--- src/rtl/arp_over_ethernet.sv ---
// -----------------------------------------------------------------------------
// arp_over_ethernet
//   ARP responder sitting on the ARP port of the Ethernet switch. Captures the
//   28-byte ARP payload of each received frame, reports every well-formed
//   sender IP/MAC pair to the ARP link, and answers requests for our IP with
//   an ARP reply. The framer below adds preamble, MAC header, padding and FCS.
//
// Ports
//   i_clk, i_reset        clock, asynchronous active-high reset
//   i_mac, i_ip           our (static) MAC / IPv4 address
//   i_rx_dven/data        received payload bytes, contiguous per frame
//   i_rx_ethertype        ethertype of the frame, stable while i_rx_dven high
//   o_tx_request          reply pending, held until i_tx_grant
//   i_tx_grant            one-cycle grant from switch/framer
//   o_tx_dven/data        28-byte reply stream
//   o_tx_dmac             reply destination MAC (requester SHA)
//   o_tx_ethertype        constant ETHERTYPE_ARP
//   o_arp_valid           one-cycle pulse, o_arp_ip/o_arp_mac updated
// -----------------------------------------------------------------------------
module arp_over_ethernet #(
  parameter logic [15:0] ETHERTYPE_ARP = 16'h0806,
  parameter int          ARP_BYTES     = 28
) (
  input  logic        i_clk,
  input  logic        i_reset,
  input  logic [47:0] i_mac,
  input  logic [31:0] i_ip,
  input  logic        i_rx_dven,
  input  logic [7:0]  i_rx_data,
  input  logic [15:0] i_rx_ethertype,
  output logic        o_tx_request,
  input  logic        i_tx_grant,
  output logic        o_tx_dven,
  output logic [7:0]  o_tx_data,
  output logic [47:0] o_tx_dmac,
  output logic [15:0] o_tx_ethertype,
  output logic        o_arp_valid,
  output logic [31:0] o_arp_ip,
  output logic [47:0] o_arp_mac
);

  localparam int         CAP_W   = ARP_BYTES * 8;
  localparam logic [5:0] CNT_MAX = 6'(ARP_BYTES);

  typedef enum logic [2:0] {
    S_IDLE,
    S_RX,
    S_CHECK,
    S_REQ,
    S_TX
  } state_t;

  state_t r_state, w_next;

  logic             r_rx_dven_d;
  logic [5:0]       r_cnt;
  logic [5:0]       r_txcnt;
  logic [CAP_W-1:0] r_cap;
  logic [CAP_W-1:0] r_txsh;
  logic             r_tx_request;
  logic             r_tx_dven;
  logic [7:0]       r_tx_data;
  logic [47:0]      r_tx_dmac;
  logic             r_arp_valid;
  logic [31:0]      r_arp_ip;
  logic [47:0]      r_arp_mac;

  // Field views of the capture register; byte 0 of the payload ends up in
  // the top byte after 28 shifts.
  logic [15:0]      w_htype, w_ptype, w_oper;
  logic [7:0]       w_hlen, w_plen;
  logic [47:0]      w_sha;
  logic [31:0]      w_spa, w_tpa;
  logic             w_frame_start;
  logic             w_valid;
  logic             w_reply_needed;
  logic [CAP_W-1:0] w_reply;

  assign w_htype = r_cap[CAP_W-1   -: 16];
  assign w_ptype = r_cap[CAP_W-17  -: 16];
  assign w_hlen  = r_cap[CAP_W-33  -: 8];
  assign w_plen  = r_cap[CAP_W-41  -: 8];
  assign w_oper  = r_cap[CAP_W-49  -: 16];
  assign w_sha   = r_cap[CAP_W-65  -: 48];
  assign w_spa   = r_cap[CAP_W-113 -: 32];
  assign w_tpa   = r_cap[31:0];

  // Start on the rising edge of i_rx_dven only, so the tail of a frame that
  // began while we were busy is never mistaken for a new frame.
  assign w_frame_start = i_rx_dven & ~r_rx_dven_d &
                         (i_rx_ethertype == ETHERTYPE_ARP);

  assign w_valid = (r_cnt == CNT_MAX) && (w_htype == 16'h0001) &&
                   (w_ptype == 16'h0800) && (w_hlen == 8'd6) &&
                   (w_plen == 8'd4) &&
                   ((w_oper == 16'h0001) || (w_oper == 16'h0002));

  assign w_reply_needed = w_valid && (w_oper == 16'h0001) && (w_tpa == i_ip);

  // Reply payload in wire order; requester SHA/SPA become target fields.
  assign w_reply = {16'h0001, 16'h0800, 8'h06, 8'h04, 16'h0002,
                    i_mac, i_ip, w_sha, w_spa};

  // ---------------------------------------------------------------------------
  // FSM
  // ---------------------------------------------------------------------------
  always_ff @(posedge i_clk or posedge i_reset) begin
    if (i_reset) r_state <= S_IDLE;
    else         r_state <= w_next;
  end

  always_comb begin
    w_next = r_state;
    case (r_state)
      S_IDLE:  if (w_frame_start) w_next = S_RX;
      S_RX:    if (!i_rx_dven) w_next = S_CHECK;
      S_CHECK: w_next = w_reply_needed ? S_REQ : S_IDLE;
      S_REQ:   if (i_tx_grant) w_next = S_TX;
      S_TX:    if (r_txcnt == CNT_MAX) w_next = S_IDLE;
      default: w_next = S_IDLE;
    endcase
  end

  // ---------------------------------------------------------------------------
  // Datapath and registered outputs
  // ---------------------------------------------------------------------------
  always_ff @(posedge i_clk or posedge i_reset) begin
    if (i_reset) begin
      r_rx_dven_d  <= 1'b0;
      r_cnt        <= '0;
      r_txcnt      <= '0;
      r_cap        <= '0;
      r_txsh       <= '0;
      r_tx_request <= 1'b0;
      r_tx_dven    <= 1'b0;
      r_tx_data    <= '0;
      r_tx_dmac    <= '0;
      r_arp_valid  <= 1'b0;
      r_arp_ip     <= '0;
      r_arp_mac    <= '0;
    end else begin
      r_rx_dven_d <= i_rx_dven;
      r_arp_valid <= 1'b0;
      case (r_state)
        S_IDLE: begin
          if (w_frame_start) begin
            r_cap <= {r_cap[CAP_W-9:0], i_rx_data};
            r_cnt <= 6'd1;
          end
        end
        S_RX: begin
          if (i_rx_dven) begin
            // Counter saturates at 28; pad bytes after that are dropped.
            if (r_cnt < CNT_MAX) begin
              r_cap <= {r_cap[CAP_W-9:0], i_rx_data};
              r_cnt <= r_cnt + 6'd1;
            end
          end else if (w_valid) begin
            // Registered so the pulse lands in the CHECK cycle.
            r_arp_valid <= 1'b1;
            r_arp_ip    <= w_spa;
            r_arp_mac   <= w_sha;
          end
        end
        S_CHECK: begin
          if (w_reply_needed) begin
            r_tx_request <= 1'b1;
            r_tx_dmac    <= w_sha;
          end
        end
        S_REQ: begin
          if (i_tx_grant) begin
            r_tx_request <= 1'b0;
            r_tx_dven    <= 1'b1;
            r_tx_data    <= w_reply[CAP_W-1 -: 8];
            r_txsh       <= {w_reply[CAP_W-9:0], 8'h00};
            r_txcnt      <= 6'd1;
          end
        end
        S_TX: begin
          // r_txcnt counts bytes already presented on o_tx_data.
          if (r_txcnt == CNT_MAX) begin
            r_tx_dven <= 1'b0;
            r_tx_data <= '0;
            r_txcnt   <= '0;
          end else begin
            r_tx_data <= r_txsh[CAP_W-1 -: 8];
            r_txsh    <= {r_txsh[CAP_W-9:0], 8'h00};
            r_txcnt   <= r_txcnt + 6'd1;
          end
        end
        default: ;
      endcase
    end
  end

  assign o_tx_request   = r_tx_request;
  assign o_tx_dven      = r_tx_dven;
  assign o_tx_data      = r_tx_data;
  assign o_tx_dmac      = r_tx_dmac;
  assign o_tx_ethertype = ETHERTYPE_ARP;
  assign o_arp_valid    = r_arp_valid;
  assign o_arp_ip       = r_arp_ip;
  assign o_arp_mac      = r_arp_mac;

endmodule

--- config.mk ---
export PLATFORM = sky130hd
export DESIGN_NAME = arp_over_ethernet
export DESIGN_NICKNAME = d
export VERILOG_FILES = /design/src/rtl/arp_over_ethernet.sv
export SDC_FILE = /design/constraint.sdc
export NUM_CORES = 2
export LEC_CHECK = 0
export BUFFER_PORTS_ARGS = -buffer_cell sky130_fd_sc_hd__buf_2
export CAP_MARGIN = 0
export CORE_MARGIN = 2
export CORE_UTILIZATION = 40
export CTS_BUF_LIST = sky130_fd_sc_hd__clkbuf_4 sky130_fd_sc_hd__clkbuf_8
export DETAILED_ROUTE_END_ITERATION = 12
export GPL_TIMING_DRIVEN = 0
export HOLD_SLACK_MARGIN = 0.1
export SETUP_SLACK_MARGIN = 0.4
export SLEW_MARGIN = 5
export SYNTH_ARGS = -nofsm -noshare
export SYNTH_HDL_FRONTEND = slang
export SYNTH_SLANG_ARGS = --single-unit
--- constraint.sdc ---
create_clock -name i_clk -period 21 [get_ports i_clk]
set_input_delay 0 -clock i_clk [delete_from_list [all_inputs] [get_ports i_clk]]
set_output_delay 0 -clock i_clk [all_outputs]
set_load 0.02 [all_outputs]
==> results.yml <==
synth:
  ys.warnings.count: 0
  instance_count_of_the_mapped_netlist: 2085
  mappedNetlistArea_um2: 25200
  synth_async_sr_flop_share_pct: 100
  syn-mean-instance-area_um2: 12.1
  netlist-cell-type-count: 51
  number_of_enable_type_register_cells_in_the_synthesized_netlist: 0
  seq_area_frac_synth_pct: 59.0
  postSynthRegisterBits: 595
  dominantRegCellSynth: "sky130_fd_sc_hd__dfrtp_1"
setup_path:
  critical_path.n_buffers_inverters: 3
  setup.worst_path.start: "r_cnt[0]$_DFFE_PP0P_"
  cp_peak_stage_delay_ns: 0.58
  crit_path_top_delay_cell: "sky130_fd_sc_hd__dlygate4sd3_1"
  timing_worst_setup_path_type: "flop to flop"
  crit_fanout: 10
  crit_path_start_kind: "flop"
  arrival_ns: 3.87
  timing.critical_path.to_type: "flop"
  reg2regPathDepth: 9
  worst-endpoint-required_ns: 21.63
  gate_family_responsible_for_the_most_delay_along_the_worst_path: "simple AND/OR/NAND/NOR gates"
  path_cells: "inv_1, ha_1, nor4b_2, nand4_1, nor4_2, nand4_2, buf_6, a211oi_1, dlygate4sd3_1"
  crit_path_end: "r_state[1]$_DFFE_PP0P_"
  crit_cells: 9
  rr_endpoint: "r_state[1]$_DFFE_PP0P_"
  reg2reg_slack_ns: 17.76
  rr_startpoint: "r_cnt[0]$_DFFE_PP0P_"
sta:
  setup_viol: 0
  fin_clk_skew_ns: 0.0438
  report.final.hold_viol_count: 0
  grt_setup_unrepaired: "false"
  final.setup.tns_ns: 0
  finalCriticalPeriod_ns: 3.24
  timing.fmax_ghz: 0.309
  worst_slew_pin_slew_ns: 0.963
  setup_slack_ns: 17.76
  timing.max_slew.rel_slack_pct: 35.8
  slew_viol_final: 0
  final.period_utilization_pct: 15.4
clocking:
  cts_tree: "yes"
  ctsResizeCount: 0
  clock_path_buffers: 3
  clock_insertion_delay_worst_skew_ns: 0.69
  ctsHtreeMaxLevel: 3
  numClockSinks: 595
  cts_made_buffers: 99
  clk_pin_slew_ns: 0.06
  cts.root.buffer_cell: "sky130_fd_sc_hd__clkbuf_8"
final_layout:
  post-route-util_pct: 49.6
  area_growth_pct: 23.4
  filler_cell_count: 5528
  post_route_cells_drive_above_1_share_pct: 32.9
  finalNetCount: 2694
  multi_input_combinational_cell_area_um2: 9490
  sequential_cell_area_in_the_final_layout_um2: 14900
power_and_ir_drop:
  power.total_uw: 2290
  vdd.ir_drop.worst_mv: 0.0386
  power-per-cell-area_nw_per_um2: 73.6
  p_leak_uw: 0.0162
detailed_routing:
  dr_total_vias: 17866
  drtIter0Drc: 1374
  antenna_left: 0
  drt_wl_total_mm: 67.5
  routed_via_density: 5.09
  detailedRoute.firstPassIterationCount: 7
  routedWlPerCell_um: 19.2
  post-route-drc-count: 0
placed_design:
  pre_cts_worst_setup_slack_ns: 18.02
  post-dp-hpwl_mm: 47.2
  buffer_ports.inserted: 246
  routability_congestion_estimate: 0.855
floorplan:
  fp-row-count: 92
  floorplan.initialDensity_pct: 40.2
  top_level_ports: 263
  dieWidth_um: 255
  die-height_um: 255
  dieArea_um2: 65100
  floorplan.core_area_um2: 62700
hold_path:
  min-delay-path-class: "primary input to flop"
  hp-start: "i_mac[15]"
outcome:
  run_status: "finished, final reports clean"
global_routing:
  grt_max_degree: 128
  grt_pass1_wl_mm: 105
  antenna_found_initial: 2
  globalRouteOverflowTotal: 0
  first_global_vias: 18500
  groute.usage.overall_pct: 20.7
run:
  max-cap-violations: 0
[layer usage]
layer,vias to the layer above,GRT usage (%),share of wire (%)
met5,-,0,0
met4,0,8.15,3.2
met3,137,3.25,4.3
met2,480,32.6,47
met1,9091,28.8,46
li1,8158,-,-
[cell usage after synthesis (2+ instances only)]
master                       n  area (um2)
sky130_fd_sc_hd__nor3_1     11        55.1
sky130_fd_sc_hd__ha_1        4        50.1
sky130_fd_sc_hd__buf_2      51         255
sky130_fd_sc_hd__o21ai_0    15        75.1
sky130_fd_sc_hd__mux2_1      8        90.1
sky130_fd_sc_hd__buf_4      22         165
sky130_fd_sc_hd__conb_1      2        7.51
sky130_fd_sc_hd__nor4_2      2        25.0
sky130_fd_sc_hd__a22o_1      9        78.8
sky130_fd_sc_hd__a21oi_1     3        15.0
sky130_fd_sc_hd__xnor2_1    33         289
sky130_fd_sc_hd__nor4_1     22         138
sky130_fd_sc_hd__clkbuf_1   50         188
sky130_fd_sc_hd__and4b_1     3        30.0
sky130_fd_sc_hd__a31oi_1   154         963
sky130_fd_sc_hd__inv_1      10        37.5
sky130_fd_sc_hd__nor2b_1     2        12.5
sky130_fd_sc_hd__nand3_1    63         315
sky130_fd_sc_hd__nor4b_1     8        70.1
sky130_fd_sc_hd__a22oi_1     2        15.0
sky130_fd_sc_hd__o211ai_1    2        15.0
sky130_fd_sc_hd__buf_1       3        11.3
sky130_fd_sc_hd__mux2_2    148        1670
sky130_fd_sc_hd__buf_6      22         248
sky130_fd_sc_hd__dfrtp_1   595       14900
sky130_fd_sc_hd__mux2_4    196        2940
sky130_fd_sc_hd__nand4_1    20         125
sky130_fd_sc_hd__nor2_1    171         642
sky130_fd_sc_hd__nand2_1   432        1620
[worst min-delay path: cells and delay by family]
kind                   cells  cell delay (ns)
AOI/OAI and AO/OA          1             0.07
and+or+nand+nor            1             0.05
buffers and inverters      2             0.65
[layout make-up]
class                   instances  share of cell area [%]
clock buffers                 156                    6.31
inverters                      11                   0.157
well taps                     846                    3.40
multi-input cells            1345                    30.5
clock inverters                20                   0.454
flip-flops and latches        595                    47.8
diodes                          5                  0.0402
repair buffers                382                    8.55
plain buffers                 148                    2.78
[power breakdown]
group,leakage (uW),internal (uW),switching [uW],total [uW]
clock network,0.00112,605,470,1070
logic,0.00685,30.4,39.8,70.3
registers,0.00826,1150,0.0381,1150
[registers in the layout (all words and copies together) (netlist names)]
signal	count
o_tx_dven	1
o_tx_dmac	48
o_arp_mac	48
o_tx_data	8
r_cnt	6
r_txcnt	6
r_rx_dven_d	1
o_arp_valid	1
o_arp_ip	32
r_txsh	216
r_state	3
r_cap	224
o_tx_request	1
[metrics by stage]
stage	instances	cell area, um2	hold slack, ns
after floorplan	2099	25300	0.0314
after global placement	3191	27600	0.213
after detailed placement	3195	27700	0.213
after CTS	3503	31100	0.103
after global routing	3508	31100	0.128
final	3508	31100	0.155
[cells by family after synthesis]
logic type	after synthesis	synth area share [%]
AOI/OAI and AO/OA	191	4.80
xor gates and xnor gates	34	1.18
adders and majority gates	4	0.198
buffers and inverters	159	3.60
DFF	595	59.0
muxes	352	18.6
other	2	0.0298
and+or+nand+nor	748	12.6
[worst min-delay path by stage]
stage	end	cells past startpoint
2_1_floorplan	r_rx_dven_d$_DFF_PP0_	0
3_3_place_gp	r_rx_dven_d$_DFF_PP0_	1
3_5_place_dp	r_rx_dven_d$_DFF_PP0_	1
4_1_cts	r_txsh[141]$_DFFE_PP0P_	4
5_1_grt	r_txsh[122]$_DFFE_PP0P_	4
6_report	r_txsh[135]$_DFFE_PP0P_	4
[placed cells by master (no fill, tap or decap), drive strengths merged, types with 12 or more instances in the layout]
master and instances:
dfrtp 595, dlygate4sd3 132, clkinv 14, clkbuf 206, buf 348, a31oi 154, nor4 24, nand4 21
mux2 352, nor2 171, nand2 432, conb 16, inv 12, nand3 63, o21ai 16, xnor2 33
nor3 13
[what timing repair did]
item / 4_1_cts / 5_1_grt
hold buffers: 132 / 0
endpoints found under the hold margin: 222 / 0
setup buffers: 0 / 0
Power figures use the tool's default switching activity.
